$ cat src/rtl/pipe_skid_buffer.sv
// Two-entry elastic pipeline register with a skid slot for one cycle of
// downstream back-pressure. It also has a synchronous flush and a saturating
// stall counter.
module pipe_skid_buffer #(
    parameter int unsigned WIDTH = 151,
    parameter int unsigned CNT_W = 16
) (
    input  logic             clk,
    input  logic             areset,
    input  logic             flush,
    input  logic             in_valid,
    output logic             in_ready,
    input  logic [WIDTH-1:0] in_data,
    output logic             out_valid,
    input  logic             out_ready,
    output logic [WIDTH-1:0] out_data,
    output logic [1:0]       count,
    output logic [CNT_W-1:0] stall_cycles
);

    // State encoding is {skid_v, main_v}. The value 2'b10 is unreachable.
    typedef enum logic [1:0] {
        EMPTY = 2'b00,
        ONE   = 2'b01,
        FULL  = 2'b11
    } state_e;

    state_e             state_q, state_d;
    logic [WIDTH-1:0]   main_q,  main_d;
    logic [WIDTH-1:0]   skid_q,  skid_d;
    logic [CNT_W-1:0]   stall_q, stall_d;
    logic               acc, rel;

    // All outputs come straight from flops. in_ready does not depend on out_ready.
    assign out_valid    = state_q[0];
    assign in_ready     = ~state_q[1];
    assign out_data     = main_q;
    assign count        = {1'b0, state_q[0]} + {1'b0, state_q[1]};
    assign stall_cycles = stall_q;

    assign acc = in_valid & in_ready;
    assign rel = out_valid & out_ready;

    // Compute next state, data moves, and the stall count. Flush overrides the handshake.
    always_comb begin
        state_d = state_q;
        main_d  = main_q;
        skid_d  = skid_q;
        stall_d = stall_q;

        if (out_valid && !out_ready && (stall_q != '1)) begin
            stall_d = stall_q + CNT_W'(1);
        end

        if (flush) begin
            state_d = EMPTY;
        end else begin
            case (state_q)
                EMPTY: begin
                    if (acc) begin
                        state_d = ONE;
                        main_d  = in_data;
                    end
                end
                ONE: begin
                    if (acc && rel) begin
                        main_d = in_data;
                    end else if (acc) begin
                        state_d = FULL;
                        skid_d  = in_data;
                    end else if (rel) begin
                        state_d = EMPTY;
                    end
                end
                FULL: begin
                    if (rel) begin
                        state_d = ONE;
                        main_d  = skid_q;
                    end
                end
                default: state_d = EMPTY;
            endcase
        end
    end

    // Register all state. Synchronous reset clears both the valid bits and the data.
    always_ff @(posedge clk) begin
        if (areset) begin
            state_q <= EMPTY;
            main_q  <= '0;
            skid_q  <= '0;
            stall_q <= '0;
        end else begin
            state_q <= state_d;
            main_q  <= main_d;
            skid_q  <= skid_d;
            stall_q <= stall_d;
        end
    end

endmodule

$ cat config.mk
export PLATFORM = sky130hd
export DESIGN_NAME = pipe_skid_buffer
export DESIGN_NICKNAME = d
export VERILOG_FILES = /design/src/rtl/pipe_skid_buffer.sv
export SDC_FILE = /design/constraint.sdc
export NUM_CORES = 1
export LEC_CHECK = 0
export ABC_AREA = 1
export BUFFER_PORTS_ARGS = -buffer_cell sky130_fd_sc_hd__buf_4
export CAP_MARGIN = 20
export CELL_PAD_IN_SITES_DETAIL_PLACEMENT = 0
export CELL_PAD_IN_SITES_GLOBAL_PLACEMENT = 1
export CORE_ASPECT_RATIO = 1.25
export CORE_MARGIN = 3
export CORE_UTILIZATION = 41
export CTS_CLUSTER_DIAMETER = 200
export CTS_CLUSTER_SIZE = 20
export DETAILED_ROUTE_END_ITERATION = 6
export PLACE_DENSITY = 0.89
export SLEW_MARGIN = 20
export SYNTH_ARGS = -nofsm -noshare
export SYNTH_HDL_FRONTEND = slang
export SYNTH_SLANG_ARGS = --single-unit
$ cat constraint.sdc
create_clock -name clk -period 3.9 [get_ports clk]
set_input_delay 0.39 -clock clk [delete_from_list [all_inputs] [get_ports clk]]
set_output_delay 0.39 -clock clk [all_outputs]
set_load 0.005 [all_outputs]
==> results.yml, run 1 <==
final_layout:
  finalNonFillerCells: 2473
  fillers: 3266
  syn_to_final_growth_pct: 21.1
  seqCellArea_um2: 6410
  final_cell_area_um2: 16500
  drive_gt1_share_pct: 18.4
  utilization_pct: 51.1
  multiInputGateArea_um2: 6400
  nets: 2221
critical_path:
  critical_path.max_stage_delay_ns: 0.71
  critical_path_class: "flip-flop to output pin"
  critPathLaunch: "state_q[0]"
  crit_path_end_kind: "output pin"
  worst_path_max_delay_cell: "buf_4"
  critical_path_required_ns: 3.51
  crit_path_cell_trace: "ha_4 -> buf_4 -> buf_4"
  critPathArrivalTime_ns: 2.15
  critPathTopFamily: "buffers and inverters"
  cp.buffers_inverters: 2
  cp-start-kind: "flip-flop"
  crit_fanout: 54
  r2r_start: "state_q[0]"
  crit_top_cell: "buf_4"
timing:
  slew_headroom_pct: 33.8
  setup_ws_ns: 1.36
  fin_crit_sh_pct: 65.1
  min_period_ns: 2.54
  setup_viol: 0
  hold_ws_ns: 0.118
  max_freq_ghz: 0.394
  max_slew.worst_pin.slew_ns: 0.993
  hold_viol: 0
  rsz0062_at_grt: "no"
  tns_ns: 0
  fin_skew_ns: 0.0132
  drv_slew: 0
floorplan:
  fp.coreArea_um2: 32200
  die_height_um: 210
  rows: 73
  start_util_pct: 42.2
  io_pins: 327
  die_x_um: 169
  die_area_um2: 35400
route:
  drcViolationCount: 0
  wirelength_mm: 35.4
  drt-wirelength-per-cell_um: 14.3
  drtAntennaViolNets: 0
  drtPass1Iterations: 4
  vias_per_cell: 4.84
  drtIter0Drc: 792
  via_count: 12000
synth:
  synth_seq_cells: 320
  synth.largest_area_cell: "dfxtp_1"
  post-synth-top-count-cell: "nor2_1"
  synth.avg_cell_area_um2: 7.48
  synth-edff-count: 0
  yosys_warnings: 0
  syn_area_um2: 13600
  syn_nets: 1979
  synth_cell_types: 21
  synthArstFlopShare_pct: 0
  synth_seq_area_share_pct: 47.1
  synthDominantCellAreaShare_pct: 47.1
  synth_area_leaders: "dfxtp_1, nor2_1, mux2i_1"
  synth-main-ff-cell: "dfxtp_1"
  syn-instance-count: 1818
  synth_common_cells: "nor2_1, nand2_1, dfxtp_1, o21ai_0, mux2i_1"
pwr:
  p_leak_nw: 6.89
  powerDensity_nw_per_um2: 410
  peakVddDrop_uv: 377
  power_mw: 6.76
place:
  gp_congestion: 0.779
  pre_cts_slack_ns: 1.69
  place_hpwl_mm: 23.3
  io_buffers: 326
  placedCellCount: 2451
  placed_area_um2: 16000
clock_network:
  numCtsBuffers: 19
  clk-insertion-delay-late_ns: 0.51
  cts_tree: "yes"
  htreeDepth: 1
  cts_sinks: 320
  hold_buffers: 0
  root_buffer: "clkbuf_16"
  clk_path_buf_depth: 3
  path_clk_slew_ns: 0.09
  post_cts_resized: 0
  postCtsSetupRepairBufs: 0
grt:
  grt_usage_pct: 18.9
  grt_overflow_total: 0
  antenna_found_initial: 3
  grt_max_degree: 174
  grt_pass1_wl_mm: 56.7
  first_global_vias: 11100
min_path:
  hp-class: "input pin to flip-flop"
  hp-start: "areset"
run_status:
  outcome: "finished, final reports clean"
flow_run:
  cap_violations: 0
## area by class of cell
type	instances	share of cell area, %
multi-input cells	1363	38.8
flip-flops and latches	320	38.9
diodes	3	0.0456
inverters	17	0.448
repair buffers	339	15.8
well taps	412	3.13
clock buffers	19	2.89
## state kept, by name, summed over array words and instances, names as in the netlist
register and count:
out_data 151, skid_q 151, stall_cycles 16, state_q 2
## power by group
part	leakage (nW)	switching [mW]	internal [mW]
clock network	0.234	1.07	0.871
registers	2.61	0.142	3.50
logic	4.05	0.604	0.576
## path summary, 6_finish.rpt
kind / slack [ns] / to / depth (start not counted)
max: 1.36 / count[1] / 3
min: 0.12 / stall_cycles[12] / 2
max reg2reg: 1.70 / out_data[2] / 9
min reg2reg: 0.49 / out_data[115] / 2
## metal layers
metal	track usage [%]	wire length (µm)	vias to the layer above
li1	-	-	6173
met1	24.1	15200	5487
met2	31.9	16800	266
met3	5.28	2820	35
met4	4.43	541	0
met5	0	0	-
## cells in the final DEF (no fill, tap or decap)
master and instances:
a21oi_1 8, buf_12 4, buf_4 335, clkbuf_16 19, dfxtp_1 320, diode_2 3
ha_1 4, ha_4 1, inv_1 12, inv_2 3, inv_4 1, inv_8 1
mux2i_1 151, nand2_1 369, nand2_2 1, nand2_4 1, nand3_1 9, nand3b_1 1
nand4_1 4, nor2_1 649, nor2_2 10, nor2_4 2, o21ai_0 152, o21bai_1 1
## cells by family after synthesis
| logic type | Yosys count | synth area share (%) |
|---|---|---|
| AND/OR/NAND/NOR | 1046 | 29.4 |
| flip-flops | 320 | 47.1 |
| AO/OA/AOI/OAI | 161 | 5.94 |
| multiplexers | 151 | 11.1 |
| buffers and inverters | 135 | 5.98 |
| adder cells (fa/ha/maj) | 5 | 0.460 |
Note: power is estimated with default switching activity, not from simulation.
==> run 2, diff against run 1 <==
--- a/config.mk
+++ b/config.mk
@@ -12,11 +12,11 @@
 export CELL_PAD_IN_SITES_GLOBAL_PLACEMENT = 1
 export CORE_ASPECT_RATIO = 1.25
 export CORE_MARGIN = 3
-export CORE_UTILIZATION = 41
+export CORE_UTILIZATION = 38
 export CTS_CLUSTER_DIAMETER = 200
 export CTS_CLUSTER_SIZE = 20
 export DETAILED_ROUTE_END_ITERATION = 6
-export PLACE_DENSITY = 0.89
+export PLACE_DENSITY = 0.84
 export SLEW_MARGIN = 20
 export SYNTH_ARGS = -nofsm -noshare
 export SYNTH_HDL_FRONTEND = slang
==> constraint.sdc (replaced) <==
create_clock -name clk -period 2.5 [get_ports clk]
set_input_delay 0.25 -clock clk [delete_from_list [all_inputs] [get_ports clk]]
set_output_delay 0.25 -clock clk [all_outputs]
set_load 0.005 [all_outputs]
==> run 2 against run 1 <==
Non-clock buffer count increased by 141. Die area increased by 7.6%. Flip-flop and latch count unchanged. Global-route usage decreased by 0.57 points. Clock skew increased by 0.0046 ns. Combinational power increased by 75%. Register-to-register slack got worse by 1.3 ns. Critical endpoint is now out_data[75]. Largest power group unchanged.
==> results.yml, run 2 (synthesis gave the netlist of run 1 again) <==
clock_network:
  cts_tree: "yes"
  cts_sinks: 320
  numCtsBuffers: 19
  root_buffer: "clkbuf_16"
  clk-insertion-delay-late_ns: 0.51
  htreeDepth: 1
  path_clk_slew_ns: 0.08
  postCtsSetupRepairBufs: 0
  clk_path_buf_depth: 3
critical_path:
  reg2reg_depth: 9
  critical_path.max_stage_delay_ns: 0.47
  endpoint: "out_data[75]"
  critical_path_required_ns: 2.90
  r2r_slack_ns: 0.43
  cp-start-kind: "flip-flop"
  worst_path_max_delay_cell: "dfxtp_1"
  regToRegEndpoint: "out_data[75]"
  crit_path_end_kind: "flip-flop"
  critical_path_class: "flip-flop to flip-flop"
  r2r_start: "state_q[0]"
  crit_path_cell_trace: "inv_1 -> ha_1 -> nor2_1 -> nand2_2 -> nor2_4 -> buf_12 -> nand2_1 -> nand2_1 -> nor2_1"
  critPathArrivalTime_ns: 2.46
  crit_fanout: 118
  critPathLaunch: "state_q[0]"
final_layout:
  final_cell_mix: "nor2_1, nand2_1, buf_4, dfxtp_1, o21ai_0"
  seqCellArea_um2: 6410
  multiInputGateArea_um2: 6400
  drive_gt1_share_pct: 17.5
  fillers: 3332
  final_common_cell: "nor2_1"
  syn_to_final_growth_pct: 32.7
  utilization_pct: 51.7
  nets: 2362
grt:
  grt_pass1_wl_mm: 59.1
  grt_max_degree: 119
  first_global_vias: 11800
  antenna_found_initial: 1
  grt_overflow_total: 0
  grt_usage_pct: 18.4
floorplan:
  rows: 76
  start_util_pct: 39.0
  die_x_um: 175
  fp.coreArea_um2: 34900
  io_pins: 327
  die_area_um2: 38100
  die_height_um: 217
timing:
  fin_skew_ns: 0.0177
  setup_viol: 0
  fin_crit_sh_pct: 82.6
  min_period_ns: 2.07
  slew_headroom_pct: 52.0
  hold_viol: 0
  max_freq_ghz: 0.484
  drv_slew: 0
  max_slew.worst_pin.slew_ns: 0.720
  rsz0062_at_grt: "no"
  tns_ns: 0
place:
  place_hpwl_mm: 23.2
  io_buffers: 326
  gp_congestion: 0.777
route:
  vias_per_cell: 4.68
  drcViolationCount: 0
  drtPass1Iterations: 5
  drtAntennaViolNets: 0
  drt-wirelength-per-cell_um: 13.7
  drtIter0Drc: 740
  wirelength_mm: 36.6
  via_count: 12500
run_status:
  outcome: "finished, final reports clean"
pwr:
  p_leak_nw: 7.53
  peakVddDrop_uv: 432
  power_mw: 10.8
  powerDensity_nw_per_um2: 596
min_path:
  worst_hold_path.num_cells: 3
  hp-class: "input pin to flip-flop"
flow_run:
  cap_violations: 0
## run 2: worst min path at each step
stage | startpoint | to | slack (ns)
CTS | in_data[117] | skid_q[117] | 0.001
global placement | skid_q[4] | skid_q[4] | 0.46
global route | in_data[66] | skid_q[66] | 0.01
detailed placement | skid_q[94] | skid_q[94] | 0.47
finish | in_data[16] | skid_q[16] | 0.02
floorplan | areset | stall_cycles[12] | 0.32
## run 2: layer usage
metal / GRT usage [%] / vias to the layer above / routed length, µm
li1: - / 6460 / -
met1: 22.7 / 5732 / 16200
met2: 32.5 / 268 / 17500
met3: 4.01 / 34 / 2270
met4: 4.47 / 0 / 629
met5: 0 / - / 0
## run 2: cell type report
class	count	area share, %
repair buffers	480	22.7
inverters	17	0.409
clock buffers	19	2.64
multi-input cells	1363	35.5
well taps	468	3.25
diodes	1	0.0139
flip-flops and latches	320	35.5
## run 2: critical path, delay by kind of cell, from the launching register on
kind,cells,cell delay [ns]
simple gates,6,0.62
buf+inv,2,0.56
flops,1,0.47
fa+ha+maj,1,0.23
## run 2: stage by stage
| step | setup slack [ns] | cell area, µm² | hold WS (ns) | instances |
|---|---|---|---|---|
| after CTS | 0.380 | 18000 | 0.00123 | 2667 |
| final | 0.434 | 18000 | 0.0224 | 2668 |
| after global routing | 0.242 | 18000 | 0.00996 | 2668 |
| after detailed placement | 0.474 | 16200 | 0.472 | 2514 |
| after global placement | 0.578 | 16200 | 0.462 | 2514 |
| after floorplan | 0.900 | 13600 | 0.319 | 1818 |
## run 2: what timing repair did
action / CTS / global route
hold endpoints to repair: 135 / 0
resized for setup: 0 / 0
hold buffers: 134 / 0
## run 2: power by group
group / switching (mW) / internal, mW
Combinational: 1.00 / 1.06
Sequential: 0.226 / 5.46
Clock: 1.64 / 1.36
Total: 2.87 / 7.88
